`config.mk`:
```
export PLATFORM = sky130hd
export DESIGN_NAME = pipe_carry_adder
export DESIGN_NICKNAME = d
export VERILOG_FILES = /design/src/rtl/pipe_carry_adder.sv
export SDC_FILE = /design/constraint.sdc
export NUM_CORES = 1
export LEC_CHECK = 0
export ABC_AREA = 1
export BUFFER_PORTS_ARGS = -buffer_cell sky130_fd_sc_hd__buf_2
export CAP_MARGIN = 20
export CORE_ASPECT_RATIO = 0.5
export CORE_MARGIN = 2
export CORE_UTILIZATION = 41
export DETAILED_ROUTE_END_ITERATION = 6
export PLACE_DENSITY = 0.7
export SYNTH_ARGS = -nofsm -noshare
export SYNTH_HDL_FRONTEND = slang
export SYNTH_SLANG_ARGS = --single-unit
export TNS_END_PERCENT = 20
```
`constraint.sdc`:
```
create_clock -name clk -period 2 [get_ports clk]
set_input_delay 0.2 -clock clk [delete_from_list [all_inputs] [get_ports clk]]
set_output_delay 0.2 -clock clk [all_outputs]
set_load 0.005 [all_outputs]
```
`src/rtl/pipe_carry_adder.sv`:
```
// Pipelined ripple-carry adder: SEG bits per stage, registered inter-stage carry,
// valid/ready flow control with a single global advance, optional signed saturation.
module pipe_carry_adder #(
  parameter int unsigned WIDTH = 16,
  parameter int unsigned SEG   = 4
) (
  input  logic             clk,
  input  logic             rst_n,
  input  logic             in_valid,
  output logic             in_ready,
  input  logic [WIDTH-1:0] x,
  input  logic [WIDTH-1:0] y,
  input  logic             c_in,
  input  logic             sat_en,
  output logic             out_valid,
  input  logic             out_ready,
  output logic [WIDTH-1:0] s,
  output logic             c_out,
  output logic             ovf
);

  localparam int unsigned Stages = WIDTH / SEG;

  logic adv;

  assign adv      = !out_valid || out_ready;
  assign in_ready = adv;

  for (genvar k = 0; k < Stages; k++) begin : g_stage
    logic [WIDTH-1:0] src_x, src_y, src_sum;
    logic             src_c, src_v, src_sat, src_xm, src_ym;
    logic [SEG:0]     seg_add;
    logic [WIDTH-1:0] seg_ext;

    logic             valid_q, carry_q, sat_q, xmsb_q, ymsb_q;
    logic [WIDTH-1:0] sum_q;

    if (k == 0) begin : g_src
      assign src_x   = x;
      assign src_y   = y;
      assign src_sum = '0;
      assign src_c   = c_in;
      assign src_v   = in_valid;
      assign src_sat = sat_en;
      assign src_xm  = x[WIDTH-1];
      assign src_ym  = y[WIDTH-1];
    end else begin : g_src
      assign src_x   = g_stage[k-1].g_ops.opx_q;
      assign src_y   = g_stage[k-1].g_ops.opy_q;
      assign src_sum = g_stage[k-1].sum_q;
      assign src_c   = g_stage[k-1].carry_q;
      assign src_v   = g_stage[k-1].valid_q;
      assign src_sat = g_stage[k-1].sat_q;
      assign src_xm  = g_stage[k-1].xmsb_q;
      assign src_ym  = g_stage[k-1].ymsb_q;
    end

    // Operands are shifted down each stage, so the live segment is always the low SEG bits.
    assign seg_add = {1'b0, src_x[SEG-1:0]} + {1'b0, src_y[SEG-1:0]} + {{SEG{1'b0}}, src_c};
    assign seg_ext = WIDTH'(seg_add[SEG-1:0]) << (k * SEG);

    always_ff @(posedge clk) begin
      if (!rst_n) begin
        valid_q <= 1'b0;
        carry_q <= 1'b0;
        sat_q   <= 1'b0;
        xmsb_q  <= 1'b0;
        ymsb_q  <= 1'b0;
        sum_q   <= '0;
      end else if (adv) begin
        valid_q <= src_v;
        carry_q <= seg_add[SEG];
        sat_q   <= src_sat;
        xmsb_q  <= src_xm;
        ymsb_q  <= src_ym;
        sum_q   <= src_sum | seg_ext;
      end
    end

    // The last stage has no higher-order segments left to skew.
    if (k < Stages - 1) begin : g_ops
      logic [WIDTH-1:0] opx_q, opy_q;

      always_ff @(posedge clk) begin
        if (!rst_n) begin
          opx_q <= '0;
          opy_q <= '0;
        end else if (adv) begin
          opx_q <= src_x >> SEG;
          opy_q <= src_y >> SEG;
        end
      end
    end
  end

  logic [WIDTH-1:0] raw_sum;
  logic             last_sat, last_xm, last_ym;

  assign out_valid = g_stage[Stages-1].valid_q;
  assign raw_sum   = g_stage[Stages-1].sum_q;
  assign c_out     = g_stage[Stages-1].carry_q;
  assign last_sat  = g_stage[Stages-1].sat_q;
  assign last_xm   = g_stage[Stages-1].xmsb_q;
  assign last_ym   = g_stage[Stages-1].ymsb_q;

  assign ovf = (last_xm == last_ym) && (raw_sum[WIDTH-1] != last_xm);

  always_comb begin
    s = raw_sum;
    if (last_sat && ovf) begin
      s = last_xm ? {1'b1, {(WIDTH-1){1'b0}}} : {1'b0, {(WIDTH-1){1'b1}}};
    end
  end

endmodule
```
==> results.py <==
metrics = {
    "floorplan": {
        "die_h_microns": 76.54,
        "io_pins": 58,
        "initial_core_util": 0.4223,
        "dieWidth_microns": 149.1,
        "coreArea_sq_um": 10210,
        "die-area_sq_um": 11410,
        "rows": 26,
    },
    "placement": {
        "place_area_sq_um": 4696,
        "place_hpwl_mm": 5.764,
        "portBuffers": 57,
        "place_congestion": 0.7770,
        "pre_cts_ws_ns": 0.3353,
    },
    "critical_path": {
        "slowest_delay_ns": 0.39,
        "crit_path_cell_trace": "nand2_1, nand2_2, nand3_2, o21ai_0, buf_2",
        "critPathKind": "flop to output pin",
        "arrival_ns": 1.57,
        "cp.required_ns": 1.80,
        "crit_buf_inv": 1,
        "crit_slowest_cell": "dfxtp_1",
        "crit_fanout": 17,
        "crit_family": "simple AND/OR/NAND/NOR gates",
        "end_kind": "output pin",
        "startpoint_type": "flop",
    },
    "global_route": {
        "grt_usage": 0.1612,
        "antenna_found_initial": 0,
        "grt_max_degree": 76,
        "grt_overflow": 0,
        "first_global_vias": 3345,
        "grt_pass1_wl_mm": 14.92,
    },
    "final_layout": {
        "fin_util": 0.4925,
        "nNetsFinal": 665,
        "seq_area_sq_um": 2042,
        "n_antenna_cell": 0,
        "post-route-cell-area_sq_um": 5031,
        "multi_input_area_sq_um": 1927,
        "area_delta_synth_final_pct": 16.62,
        "final_common_cell": "nor2_1",
        "n_fill_cell": 1017,
        "drive_above_1_share": 0.1471,
        "layout_common_cells": "nor2_1, dfxtp_1, o21ai_0",
    },
    "timing": {
        "worstMarginPinSlew_ns": 0.5347,
        "drv_slew": 0,
        "rsz0062_at_grt": "false",
        "maxSlewHeadroom": 0.6435,
        "finalCritPeriodShare": 0.8835,
        "setup_violations": 0,
        "fin_crit_ns": 1.767,
        "clock_skew_ns": 0.005153,
        "setup_tns_ns": 0,
        "timing.fmax_mhz": 565.9,
        "fin_ws_ns": 0.2330,
        "hold_viol_final": 0,
    },
    "synth": {
        "yosysSeqAreaShare": 0.4733,
        "yosysUniqueCellTypes": 24,
        "syn_avg_cell_area_sq_um": 7.649,
        "syn_area_sq_um": 4314,
        "netlist_instances": 564,
        "synth_warnings": 0,
        "synth_edf_count": 0,
        "async_reset_ff_frac": 0,
        "ys_seq_elements": 102,
        "syn_nets": 622,
        "synth_ff_type": "dfxtp_1",
    },
    "route": {
        "routed-via-count": 3479,
        "totalWireLength_mm": 8.282,
        "drt_iter0_markers": 182,
        "route.detailed.drc": 0,
        "final_antenna_net_count": 0,
        "routedWlPerCell_microns": 11.01,
        "drtPass1Iterations": 4,
        "vias_per_cell": 4.626,
    },
    "clock_network": {
        "worstSkewPairLatency_ns": 0.34,
        "cts_buffer_depth": 2,
        "hold_buffers": 0,
        "cts-root-buf": "clkbuf_16",
        "cts_tree": "yes",
        "cts_setup_buffers": 0,
        "numCtsBuffers": 9,
        "h-tree-depth": 3,
        "path_clk_slew_ns": 0.06,
        "cts_resized": 0,
        "numClockSinks": 102,
    },
    "status": {
        "status": "complete, no violations",
    },
    "power": {
        "power_w": 0.004549,
        "leakagePower_nw": 2.542,
        "powerDensity_nw_per_um2": 904.1,
        "irDropWorstVdd_v": 0.0004066,
    },
    "hold_path": {
        "hp-class": "input port to flop",
    },
    "job": {
        "drv_cap": 0,
    },
}
## kinds of logic (layout without fill, tap and decap cells)
family,after synthesis,count (layout),synth area share
fa+ha+maj,20,20,0.07192
flops,102,102,0.4733
simple gates,229,229,0.2097
compound gates,133,133,0.1557
buf+inv,76,124,0.08121
xor+xnor,4,4,0.008122
## layer usage
metal  global-route usage  wire length (microns)  vias to the layer above
met5                    0                      0                        -
met4              0.05429                    136                        0
met3              0.05449                    379                       12
met2               0.2558                   3568                       44
met1               0.2063                   4198                     1542
li1                     -                      -                     1881
## through the flow
stage / std cells / hold WS (ns)
after floorplan: 564 / 0.3460
after global placement: 736 / 0.4344
final: 752 / 0.09198
after detailed placement: 736 / 0.4392
after global routing: 752 / 0.09886
after CTS: 752 / 0.08384
## area by class of cell
class | instances | share of cell area
sequential | 102 | 0.4059
tap | 140 | 0.03482
clock buffer | 13 | 0.05372
clock inverter | 3 | 0.01293
inverter | 41 | 0.03059
timing repair buffer | 67 | 0.07908
multi-input combinational | 386 | 0.3830
## synthesized netlist by cell type (all sizes together), types with 3 or more instances
cell,number,area share
clkbuf,9,0.0078
a21oi,26,0.030
nand3,14,0.020
nand2,59,0.052
dfxtp,102,0.47
fa,8,0.037
o21ai,106,0.12
buf,26,0.038
inv,41,0.036
nor2,155,0.14
ha,12,0.035
xor2,3,0.0061
## registers in the layout (all words and copies together), names as in the netlist
| signal | count |
|---|---|
| g_stage.ymsb_q | 4 |
| g_stage.xmsb_q | 4 |
| g_stage.carry_q | 3 |
| g_stage.sum_q | 40 |
| g_stage.g_ops.opx_q | 21 |
| c_out | 1 |
| g_stage.g_ops.opy_q | 21 |
| g_stage.sat_q | 4 |
| g_stage.valid_q | 3 |
| out_valid | 1 |
## power by group
part	total, W	internal [W]	leakage [nW]	switching, W
Clock	0.00190	0.00120	0.166	0.000707
Combinational	0.000405	0.000179	1.54	0.000226
Sequential	0.00224	0.00217	0.840	0.0000707
Total	0.00455	0.00354	2.54	0.00100
## path summary, 6_finish.rpt
kind | from | cells after the start | slack, ns | to
min reg2reg | g_stage[2].valid_q | 2 | 0.45 | g_stage[2].valid_q
max | g_stage[3].sum_q[15] | 5 | 0.23 | s[15]
max reg2reg | g_stage[2].carry_q | 6 | 0.32 | c_out
min | x[10] | 3 | 0.09 | g_stage[0].g_ops.opx_q[6]
## tightest hold or removal path: stages
cell and delay (ns):
buf_2 0.07, o21ai_1 0.05, nor2_1 0.07
Power figures use the tool's default switching activity.
